**src/rtl/tff_toggle_scheduler.sv**
```systemverilog
// Round-robin scheduler that lends one shared toggle flop to N requesters.
// Each grant is a non-preemptive burst of exactly req_len toggles.
module tff_toggle_scheduler #(
    parameter int N  = 4,
    parameter int CW = 8
) (
    input  logic            clk,
    input  logic            clear_n,
    input  logic [N-1:0]    req,
    input  logic [N*CW-1:0] req_len,
    output logic [N-1:0]    gnt,
    output logic [N-1:0]    done,
    output logic            busy,
    output logic            t_en,
    output logic [CW-1:0]   toggles_left,
    output logic            q,
    output logic            qbar
);

    localparam int PW = (N > 1) ? $clog2(N) : 1;

    typedef enum logic [1:0] {
        IDLE  = 2'd0,
        BURST = 2'd1,
        DONE  = 2'd2
    } state_t;

    state_t        state;
    state_t        state_nx;
    logic [N-1:0]  gnt_nx;
    logic [N-1:0]  done_nx;
    logic          busy_nx;
    logic [CW-1:0] cnt;
    logic [CW-1:0] cnt_nx;
    logic          q_nx;
    logic [PW-1:0] ptr;
    logic [PW-1:0] ptr_nx;
    logic [PW-1:0] win;
    logic [PW-1:0] win_nx;

    logic          found;
    logic [PW-1:0] pick;
    logic [PW-1:0] cand;
    logic [N-1:0]  pick_oh;
    logic [CW-1:0] pick_len;

    // Search starts at ptr and wraps, so the last winner has lowest priority
    always_comb begin
        found = 1'b0;
        pick  = ptr;
        cand  = '0;
        for (int k = 0; k < N; k++) begin
            cand = PW'((int'(ptr) + k) % N);
            if (!found && req[cand]) begin
                found = 1'b1;
                pick  = cand;
            end
        end
    end

    always_comb begin
        pick_oh  = '0;
        pick_len = '0;
        for (int i = 0; i < N; i++) begin
            if (pick == PW'(i)) begin
                pick_oh[i] = 1'b1;
                pick_len   = req_len[i*CW +: CW];
            end
        end
    end

    always_comb begin
        state_nx = state;
        gnt_nx   = gnt;
        done_nx  = done;
        busy_nx  = busy;
        cnt_nx   = cnt;
        q_nx     = q;
        ptr_nx   = ptr;
        win_nx   = win;
        unique case (state)
            IDLE: begin
                if (found) begin
                    busy_nx = 1'b1;
                    cnt_nx  = pick_len;
                    win_nx  = pick;
                    if (pick_len != '0) begin
                        gnt_nx   = pick_oh;
                        state_nx = BURST;
                    end else begin
                        done_nx  = pick_oh;
                        state_nx = DONE;
                    end
                end
            end
            BURST: begin
                q_nx   = ~q;
                cnt_nx = cnt - CW'(1);
                // gnt still holds onehot(win) here, so it doubles as done
                if (cnt == CW'(1)) begin
                    gnt_nx   = '0;
                    done_nx  = gnt;
                    state_nx = DONE;
                end
            end
            DONE: begin
                done_nx  = '0;
                busy_nx  = 1'b0;
                ptr_nx   = (win == PW'(N - 1)) ? '0 : win + PW'(1);
                state_nx = IDLE;
            end
            default: begin
                state_nx = IDLE;
            end
        endcase
    end

    always_ff @(posedge clk or negedge clear_n) begin
        if (!clear_n) begin
            state <= IDLE;
            gnt   <= '0;
            done  <= '0;
            busy  <= 1'b0;
            cnt   <= '0;
            q     <= 1'b0;
            ptr   <= '0;
            win   <= '0;
        end else begin
            state <= state_nx;
            gnt   <= gnt_nx;
            done  <= done_nx;
            busy  <= busy_nx;
            cnt   <= cnt_nx;
            q     <= q_nx;
            ptr   <= ptr_nx;
            win   <= win_nx;
        end
    end

    assign t_en         = (state == BURST);
    assign toggles_left = cnt;
    assign qbar         = ~q;

endmodule

```
**config.mk**
```make
export PLATFORM = sky130hd
export DESIGN_NAME = tff_toggle_scheduler
export DESIGN_NICKNAME = d
export VERILOG_FILES = /design/src/rtl/tff_toggle_scheduler.sv
export SDC_FILE = /design/constraint.sdc
export NUM_CORES = 1
export LEC_CHECK = 0
export ABC_CLOCK_PERIOD_IN_PS = 5500
export CAP_MARGIN = 20
export CORE_UTILIZATION = 51
export CTS_BUF_LIST = sky130_fd_sc_hd__clkbuf_16
export CTS_CLUSTER_DIAMETER = 100
export CTS_CLUSTER_SIZE = 10
export DETAILED_ROUTE_END_ITERATION = 10
export GPL_ROUTABILITY_DRIVEN = 0
export HOLD_SLACK_MARGIN = 0.02
export PLACE_DENSITY = 0.86
export SYNTH_ARGS = -nofsm -noshare
export SYNTH_HDL_FRONTEND = slang
export SYNTH_SLANG_ARGS = --single-unit
```
**constraint.sdc**
```tcl
create_clock -name clk -period 5.5 [get_ports clk]
set_clock_uncertainty 0.15 [all_clocks]
set_input_delay 1.375 -clock clk [delete_from_list [all_inputs] [get_ports clk]]
set_output_delay 1.375 -clock clk [all_outputs]
set_load 0.01 [all_outputs]
```
* Word-level counts from Yosys, hierarchy flattened *
Cells that the tools add are included.

storage, ports and cells
  input bits = 38
  word-level logic and storage cells = 87
  register bits = 24
  output and inout port bits = 20

operators by class
  reduce and logical (&&, ||, !) cells = 18
  add/sub/neg operators = 5
  magnitude comparators = 4
  eq/ne operators = 11
  bitwise logic cells = 1
  mux-type cells = 40

operators with widths
  cell                                                                    count
  8-bit two-way mux                                                       5
  4-bit two-way mux                                                       6
  8-bit case mux with 2 select lines                                      1
  2-bit two-way mux                                                       7
  1-bit two-way mux                                                       13
  2-bit by 3-bit < comparator with 1-bit output (second input constant)   4
  4-bit case mux with 3 select lines                                      1
  1-bit binary-select mux with 2-bit select                               4
  2-bit equality test (second input constant)                             4
  8-bit by 1-bit equality test with 1-bit output (second input constant)  1
  4-bit case mux with 2 select lines                                      1
  2-bit AND reduction                                                     4
  4-bit AND reduction                                                     2
  8-bit nonzero test                                                      1
  8-bit by 1-bit subtractor with 8-bit output (second input constant)     1
  2-bit != test (second input constant)                                   3
  2-bit by 1-bit adder with 2-bit output (second input constant)          2
  2-bit adder (second input constant)                                     2
  2-bit by 1-bit equality test with 1-bit output (second input constant)  2
  2-bit logical NOT                                                       2
  2-bit case mux with 2 select lines                                      1
  2-bit nonzero test                                                      2
  1-bit logical AND                                                       3
  1-bit logical NOT                                                       3
  other kinds (4)                                                         4

* Longest topological paths before layout *
Gate-level depths: netlist (run 1).

  word-level depth = 21
  gate-level depth with buffers = 10
  gate-level depth less buffers = 9

* Worst setup path before layout (run 1) *
No wires, ideal clock.

  path type = input-to-reg
  start point = in req[0]
  end point = reg done[0]
  data required time = 5226 ps
  cell stages on the path = 10
  arrival time = 3325 ps
  setup slack = 1901 ps
  path through = nor2b_1 > o21ba_1 > buf_6 > buf_6 > o31a_1 > a211o_1 > a22oi_1 > nand4_1 > mux2i_1 > a211o_1

between the ends
  word-level cells in the longest chain between the ends = 20
  elaborated cells on any way between the ends = 37
  those cells by class = eq/ne (5); mux (23); reduce/logical (9)

RTL lines
  item                                       RTL line  RTL
  start: declaration                         9         input logic [N-1:0] req,
  1-bit binary-select mux with 2-bit select  54        if (!found && req[cand]) begin
  1-bit two-way mux (implied by the code)    54
  1-bit two-way mux                          54
  1-bit logical NOT                          54
  1-bit logical AND                          54
  1-bit two-way mux                          54
  1-bit logical NOT                          54
  1-bit logical AND                          54
  1-bit two-way mux                          54
  1-bit logical NOT                          54
  1-bit logical AND                          54
  2-bit two-way mux                          54
  2-bit logical NOT                          65        if (pick == PW'(i)) begin
  8-bit two-way mux (4 in series)            65
  8-bit nonzero test                         87        if (pick_len != '0) begin
  2-bit != test (no source line)             -
  4-bit AND reduction (no source line)       -
  end signal: assignment                     131       done <= done_nx;
  end: declaration                           12        output logic [N-1:0] done,

Several ways; a longest one is shown, not always the timed one. The select of a mux whose other input is x is not followed.
A chain may end at the register's enable or synchronous reset.

* Worst setup path in the final report (run 1) *
Same ends and word-level chain as after synthesis.

==> flow_summary_export.csv, run 1 <==
group,metric,value,unit
run,cap_violations,0,
floorplan,core,3470,um^2
critical_path,cp-end-kind,"flip-flop",
global_routing,grt_pass1_vias,1781,
critical_path,crit_type,"in -> reg",
sta,period_needed,4.38,ns
critical_path,r2r-end,"done[0]$_DFFE_PN0P_",
yosys,synth_top_family_by_area,"compound AO/OA/AOI/OAI gates",
clock_tree,cts_resized,0,
yosys,syn-cell-area,1920,um^2
clock_tree,clock-sinks,24,
global_routing,antenna_found_initial,0,
yosys,yosysMostFrequentCell,"dfrtp_1",
routing,wl_per_cell,16.8,um
clock_tree,clkLatencyLatePin,0.26,ns
min_path,min_to,"q$_DFFE_PN0P_",
power,p_seq_share,23.9,%
yosys,synth_xor_area_share,0.456,%
layout,fillerInstances,263,
yosys,synth.distinct_cells,43,
critical_path,r2r_cells,9,
yosys,postSynthCellCount,219,
routing,routed_wl,5.28,mm
routing,vias,1915,
power,p_sw_share,43.6,%
routing,dr.pass1.iters,5,
critical_path,required,5.50,ns
floorplan,start_util,55.3,%
power,ir_worst_vdd,0.298,mV
sta,fin_tns_setup,0,ns
power,total_power,0.00147,W
yosys,yosys.area_share.adder,3.91,%
layout,antenna_cells,0,
sta,hold_viol,0,
critical_path,cp.arrival,4.38,ns
yosys,synth_top_area_share,31.3,%
yosys,async_flop_share,100,%
yosys,synth_area_leaders,"dfrtp_1 (31%), a211o_1 (8.2%), o31a_1 (7.3%)",
floorplan,die_h,63.3,um
clock_tree,cts_tree,"yes",
power,p_leak,1.10,nW
power,p_int,0.000831,W
sta,finalCritPeriodShare,79.6,%
sta,tightestPinTransition,0.886,ns
min_path,hold_path_depth,1,
yosys,synth_seq_cells,24,
layout,nets,313,
sta,whs,0.341,ns
yosys,syn-num-nets,263,
clock_tree,cts-buffers-inserted,3,
critical_path,worstPathCellList,"clkdlybuf4s50_1, nor2b_1, o21ba_1, nor3_2, buf_4, a211o_1, a22oi_1, nand4_1, mux2i_1, a211o_1",
clock_tree,ctsLongestPathBuffers,2,
placement,portBuffers,57,
power,powerDensity,568,nW/um^2
sta,slew_violations,0,
power,p_clk_share,14.4,%
global_routing,grt_max_degree,25,
yosys,synth_edf_count,0,
yosys,ys.flop_type,"dfrtp_1",
outcome,status,"completed",
yosys,synth_common_cells,"dfrtp_1 (24), nand2_1 (22), a211o_1 (18)",
power,power_frac_comb,61.8,%
critical_path,start_kind,"input port",
clock_tree,ctsHoldBuffers,0,
global_routing,grt_usage,27.8,%
yosys,yosys.area.top_type,"dfrtp_1",
critical_path,r2r_setup_slack,2.37,ns
yosys,synth_compound_area_share,33.0,%
global_routing,grt_overflow,0,
routing,drt_iter0_markers,162,
clock_tree,post-cts-setup-buffers,0,
layout,syn_to_final_growth,34.9,%
min_path,min_from,"q$_DFFE_PN0P_",
clock_tree,root_buffer,"clkbuf_16",
floorplan,die_w,63.3,um
sta,rsz0062_at_grt,"no",
global_routing,grt_pass1_wl,8.78,mm
floorplan,rows,21,
routing,drc_errors,0,
routing,ant_nets,0,
yosys,seq_area_frac_synth,31.3,%
clock_tree,path_clk_slew,0.07,ns
floorplan,die_area,4010,um^2
sta,fmax,228,MHz
critical_path,slowest_delay,0.54,ns
critical_path,r2r-start,"ptr[0]$_DFFE_PN0P_",
routing,viasPerCell,6.10,
floorplan,ioPinCount,58,
clock_tree,htreeDepth,1,
power,p_switching,0.000641,W
critical_path,cpMostUsedCell,"a211o_1",
yosys,yosys_warnings,0,
min_path,hold_path_class,"reg -> reg",
placement,dp_hpwl,3.91,mm
yosys,synth.area.mux_share,6.39,%
critical_path,cp_max_fo,20,
critical_path,cp_slowest_cell,"o21ba_1",
yosys,avgSynthCellArea,8.76,um^2
yosys,yosys.area_share.simple,19.1,%
sta,slew_headroom,40.7,%
layout,drive_gt1_share,6.72,%
sta,setup_violations,0,
-- critical path, delay by kind of cell --
kind / cells / cell delay (ns)
mux: 1 / 0.20
buf+inv: 2 / 0.76
compound gates: 4 / 1.41
simple gates: 3 / 0.62
-- layout make-up --
cell class	count	area [um^2]	share of cell area (%)
well taps	46	57.6	2.22
clock buffers	3	75.1	2.90
multi-input cells	173	1210	46.8
flip-flops and latches	24	601	23.2
clock inverters	1	30.0	1.16
inverters	8	30.0	1.16
repair buffers	59	586	22.6
-- per-layer routing --
layer | up-vias | routed length [um] | global-route usage, %
li1 | 936 | - | -
met1 | 896 | 2320 | 37.0
met2 | 74 | 2600 | 47.2
met3 | 9 | 294 | 3.99
met4 | 0 | 65 | 6.25
met5 | - | 0 | 0
-- power by group through the flow --
| stage | sequential, W | clock (W) | combinational (W) |
|---|---|---|---|
| 3_5_place_dp | 0.000352 | 0 | 0.000893 |
| 4_1_cts | 0.000351 | 0.000212 | 0.000903 |
| 2_1_floorplan | 0.000363 | 0 | 0.000606 |
| 5_1_grt | 0.000366 | 0.000224 | 0.000994 |
| 6_report | 0.000351 | 0.000211 | 0.000909 |
| 3_3_place_gp | 0.000351 | 0 | 0.000878 |
-- flip-flops by register name, indices dropped and copies added (netlist names) --
signal and count:
toggles_left 8, done 4, gnt 4, ptr 2, state 2, win 2, busy 1, q 1
-- layout by cell type (no fill, tap or decap), types with 4 or more instances in the layout --
master           Yosys  final
a211o_1             18     18
a21oi_1              6      6
a22oi_1              5      5
clkdlybuf4s50_1      0     57
dfrtp_1             24     24
ha_1                 6      6
inv_1                8      8
mux2_4               4      4
mux2i_1              4      4
nand2_1             22     22
nand3_1             16     16
nor2_1              14     14
nor2b_1              4      4
nor3_1               8      7
o21a_1               4      4
o21ai_0             11     11
o31a_1              16     16
o31ai_1              4      4
-- kinds of logic (layout without fill, tap and decap cells) --
logic type | after synthesis | count (layout)
AO/OA/AOI/OAI | 80 | 80
XOR/XNOR | 1 | 1
adder cells (fa/ha/maj) | 6 | 6
buffers and inverters | 22 | 71
flip-flops | 24 | 24
multiplexers | 10 | 10
AND/OR/NAND/NOR | 76 | 76
-- how the worst max path moves through the flow --
| stage | to | depth (start not counted) | start | slack (ns) |
|---|---|---|---|---|
| floorplan | done[0]$_DFFE_PN0P_ | 10 | req[0] | 1.90 |
| global placement | done[0]$_DFFE_PN0P_ | 10 | req[3] | 0.99 |
| detailed placement | done[0]$_DFFE_PN0P_ | 10 | req[0] | 0.92 |
| CTS | done[0]$_DFFE_PN0P_ | 10 | req[0] | 1.19 |
| global route | done[0]$_DFFE_PN0P_ | 10 | req[3] | 0.97 |
| finish | done[0]$_DFFE_PN0P_ | 10 | req[0] | 1.12 |
-- per-stage QoR --
step | cell area, um^2 | util, % | cells | worst slack [ns]
finish | 2590 | 74.7 | 314 | 1.12
global route | 2590 | 74.7 | 314 | 0.970
CTS | 2590 | 74.7 | 314 | 1.19
detailed placement | 2480 | 71.6 | 310 | 0.919
global placement | 2480 | 71.6 | 310 | 0.989
floorplan | 1920 | - | 219 | 1.90
(Power assumes the default switching activity.)
==> run 2, diff against run 1 <==
==> config.mk (replaced) <==
export PLATFORM = sky130hd
export DESIGN_NAME = tff_toggle_scheduler
export DESIGN_NICKNAME = d
export VERILOG_FILES = /design/src/rtl/tff_toggle_scheduler.sv
export SDC_FILE = /design/constraint.sdc
export NUM_CORES = 1
export LEC_CHECK = 0
export ABC_CLOCK_PERIOD_IN_PS = 3900
export CAP_MARGIN = 20
export CORE_UTILIZATION = 43
export CTS_BUF_LIST = sky130_fd_sc_hd__clkbuf_16
export CTS_CLUSTER_DIAMETER = 100
export CTS_CLUSTER_SIZE = 10
export DETAILED_ROUTE_END_ITERATION = 10
export GPL_ROUTABILITY_DRIVEN = 0
export HOLD_SLACK_MARGIN = 0.02
export PLACE_DENSITY = 0.77
export SYNTH_ARGS = -nofsm -noshare
export SYNTH_HDL_FRONTEND = slang
export SYNTH_SLANG_ARGS = --single-unit
==> constraint.sdc (replaced) <==
create_clock -name clk -period 3.9 [get_ports clk]
set_clock_uncertainty 0.15 [all_clocks]
set_input_delay 0.975 -clock clk [delete_from_list [all_inputs] [get_ports clk]]
set_output_delay 0.975 -clock clk [all_outputs]
set_load 0.01 [all_outputs]
==> run 2 against run 1 <==
Hold slack improved by 0.0023 ns. Sequential share of layout area decreased by 0.63 points. Clock-buffer cell count unchanged. Routed wire length decreased by 0.59%. Total power increased by 42%. Highest routed layer unchanged. Utilization decreased by 10 points.
==> flow_summary_export.csv, run 2 (synthesized netlist as in run 1, its figures left out) <==
group,metric,value,unit
outcome,status,"completed",
sta,hold_viol,0,
critical_path,cp_slowest_cell,"nor2_1",
floorplan,die_area,4730,um^2
routing,wl_met1,2.33,mm
sta,tightestPinTransition,0.889,ns
clock_tree,ctsLongestPathBuffers,2,
layout,nets,321,
critical_path,slowest_delay,0.64,ns
placement,portBuffers,57,
sta,fin_tns_setup,0,ns
critical_path,critical_path_buf_inv_count,1,
clock_tree,clkLatencyLatePin,0.26,ns
global_routing,grt_pass1_vias,1905,
routing,viasPerCell,5.89,
routing,drc_errors,0,
layout,final_cell_mix,"clkdlybuf4s50_1 (57), dfrtp_1 (24), nand2_1 (22), a211o_1 (18)",
critical_path,setup.worst_path.start,"req[0]",
critical_path,crit_type,"in -> reg",
clock_tree,clock-sinks,24,
critical_path,cp_max_fo,13,
critical_path,cp.arrival,3.72,ns
global_routing,grt_overflow,0,
clock_tree,ctsHoldBuffers,0,
min_path,hold_path_class,"reg -> reg",
critical_path,r2r-start,"ptr[1]$_DFFE_PN0P_",
layout,antenna_cells,0,
placement,place_area,2550,um^2
routing,drt_iter0_markers,66,
routing,wl_per_cell,16.1,um
routing,vias,1920,
floorplan,ioPinCount,58,
power,ir_worst_vdd,0.433,mV
critical_path,r2r-end,"gnt[2]$_DFFE_PN0P_",
critical_path,r2r_cells,8,
run,cap_violations,0,
power,p_int,0.00120,W
global_routing,grt_max_degree,25,
routing,dr.pass1.iters,4,
sta,slew_violations,0,
global_routing,antenna_found_initial,0,
critical_path,r2r_setup_slack,0.99,ns
power,p_switching,0.000900,W
clock_tree,cts-buffers-inserted,3,
power,p_seq_share,23.8,%
layout,fin_area,2660,um^2
power,powerDensity,787,nW/um^2
sta,period_needed,3.72,ns
routing,maxUsedRoutingLayer,"met4",
floorplan,start_util,46.3,%
sta,fmax,269,MHz
clock_tree,path_clk_slew,0.07,ns
layout,final_common_cell,"clkdlybuf4s50_1",
critical_path,start_kind,"input port",
clock_tree,root_buffer,"clkbuf_16",
clock_tree,htreeDepth,1,
power,p_leak,1.14,nW
critical_path,required,3.90,ns
critical_path,cp_top_family,"simple AND/OR/NAND/NOR gates",
floorplan,die_w,68.8,um
power,p_sw_share,42.9,%
routing,routed_wl,5.25,mm
power,power_frac_comb,62.0,%
critical_path,crit_cells,9,
routing,wl_met3,229,um
layout,fillerInstances,381,
global_routing,grt_pass1_wl,8.67,mm
floorplan,rows,23,
floorplan,core,4140,um^2
sta,finalCritPeriodShare,95.4,%
critical_path,crit_end,"gnt[2]$_DFFE_PN0P_",
critical_path,cp-end-kind,"flip-flop",
routing,ant_nets,0,
global_routing,grt_usage,24.9,%
layout,largest_register_ff_count,8,
routing,wl_met2,2.58,mm
critical_path,worstPathCellList,"clkdlybuf4s50_1, nor2b_1, nor4_1, nor2_1, a211o_1, a22oi_1, and4_4, a211oi_4, mux2_4",
sta,rsz0062_at_grt,"no",
placement,dp_hpwl,4.02,mm
clock_tree,cts_tree,"yes",
sta,slew_headroom,40.7,%
power,p_clk_share,14.2,%
sta,setup_violations,0,
floorplan,die_h,68.8,um
layout,drive_gt1_share,9.42,%
layout,syn_to_final_growth,38.7,%
[run 2: metrics by stage]
stage / cells / hold WS [ns] / power (W) / setup WS (ns) / utilization, %
2_1_floorplan: 219 / 0.304 / 0.00137 / 0.701 / -
3_3_place_gp: 322 / 0.322 / 0.00177 / -0.108 / 61.5
3_5_place_dp: 322 / 0.330 / 0.00179 / -0.165 / 61.5
4_1_cts: 326 / 0.347 / 0.00210 / 0.104 / 64.1
5_1_grt: 326 / 0.375 / 0.00227 / 0.0568 / 64.3
6_report: 326 / 0.343 / 0.00210 / 0.180 / 64.3
[run 2: worst register-to-register path, cell delays in order (launching register included)]
cell and delay [ns]:
dfrtp_1 0.43, nor3_1 0.21, nor4_1 0.09, nor2_1 0.64, a211o_1 0.21, a22oi_1 0.11, and4_4 0.23, a211oi_4 0.39
mux2_4 0.34
[run 2: worst min-delay path by stage]
stage	cells after the start	slack [ns]	endpoint	start
floorplan	2	0.30	win[1]$_DFFE_PN0P_	win[1]$_DFFE_PN0P_
global placement	2	0.32	win[1]$_DFFE_PN0P_	win[1]$_DFFE_PN0P_
detailed placement	1	0.33	q$_DFFE_PN0P_	q$_DFFE_PN0P_
CTS	1	0.35	q$_DFFE_PN0P_	q$_DFFE_PN0P_
global route	1	0.38	q$_DFFE_PN0P_	q$_DFFE_PN0P_
finish	1	0.34	q$_DFFE_PN0P_	q$_DFFE_PN0P_
[run 2: per-layer routing]
metal,GRT usage [%],up-vias
met1,29.8,905
met3,4.61,12
li1,-,943
met5,0,-
met4,8.67,0
met2,44.4,60
[run 2: timing repair]
item / in CTS / in global routing
setup buffers: 0 / 0
endpoints found under the setup margin: 0 / 8
resized for setup: 0 / 1
[run 2: final cells by class]
| cell class | count | area [um^2] | share of cell area, % |
|---|---|---|---|
| well taps | 50 | 62.6 | 2.35 |
| clock buffers | 3 | 75.1 | 2.82 |
| clock inverters | 1 | 30.0 | 1.13 |
| flip-flops and latches | 24 | 601 | 22.6 |
| inverters | 8 | 30.0 | 1.13 |
| repair buffers | 67 | 646 | 24.2 |
| multi-input cells | 173 | 1220 | 45.8 |
[run 2: power by group through the flow]
stage / logic (W) / clock network (W) / registers, W
6_report: 0.00130 / 0.000298 / 0.000499
5_1_grt: 0.00144 / 0.000314 / 0.000519
4_1_cts: 0.00130 / 0.000303 / 0.000497
3_5_place_dp: 0.00129 / 0 / 0.000500
3_3_place_gp: 0.00128 / 0 / 0.000494
2_1_floorplan: 0.000855 / 0 / 0.000511
==> run 3, diff against run 2 <==
--- a/config.mk
+++ b/config.mk
@@ -9,7 +9,7 @@
 export CAP_MARGIN = 20
 export CORE_UTILIZATION = 43
 export CTS_BUF_LIST = sky130_fd_sc_hd__clkbuf_16
-export CTS_CLUSTER_DIAMETER = 100
+export CTS_CLUSTER_DIAMETER = 80
 export CTS_CLUSTER_SIZE = 10
 export DETAILED_ROUTE_END_ITERATION = 10
 export GPL_ROUTABILITY_DRIVEN = 0
==> results of run 3 <==
The final DEF is identical to that of run 2; final timing and power are the same.
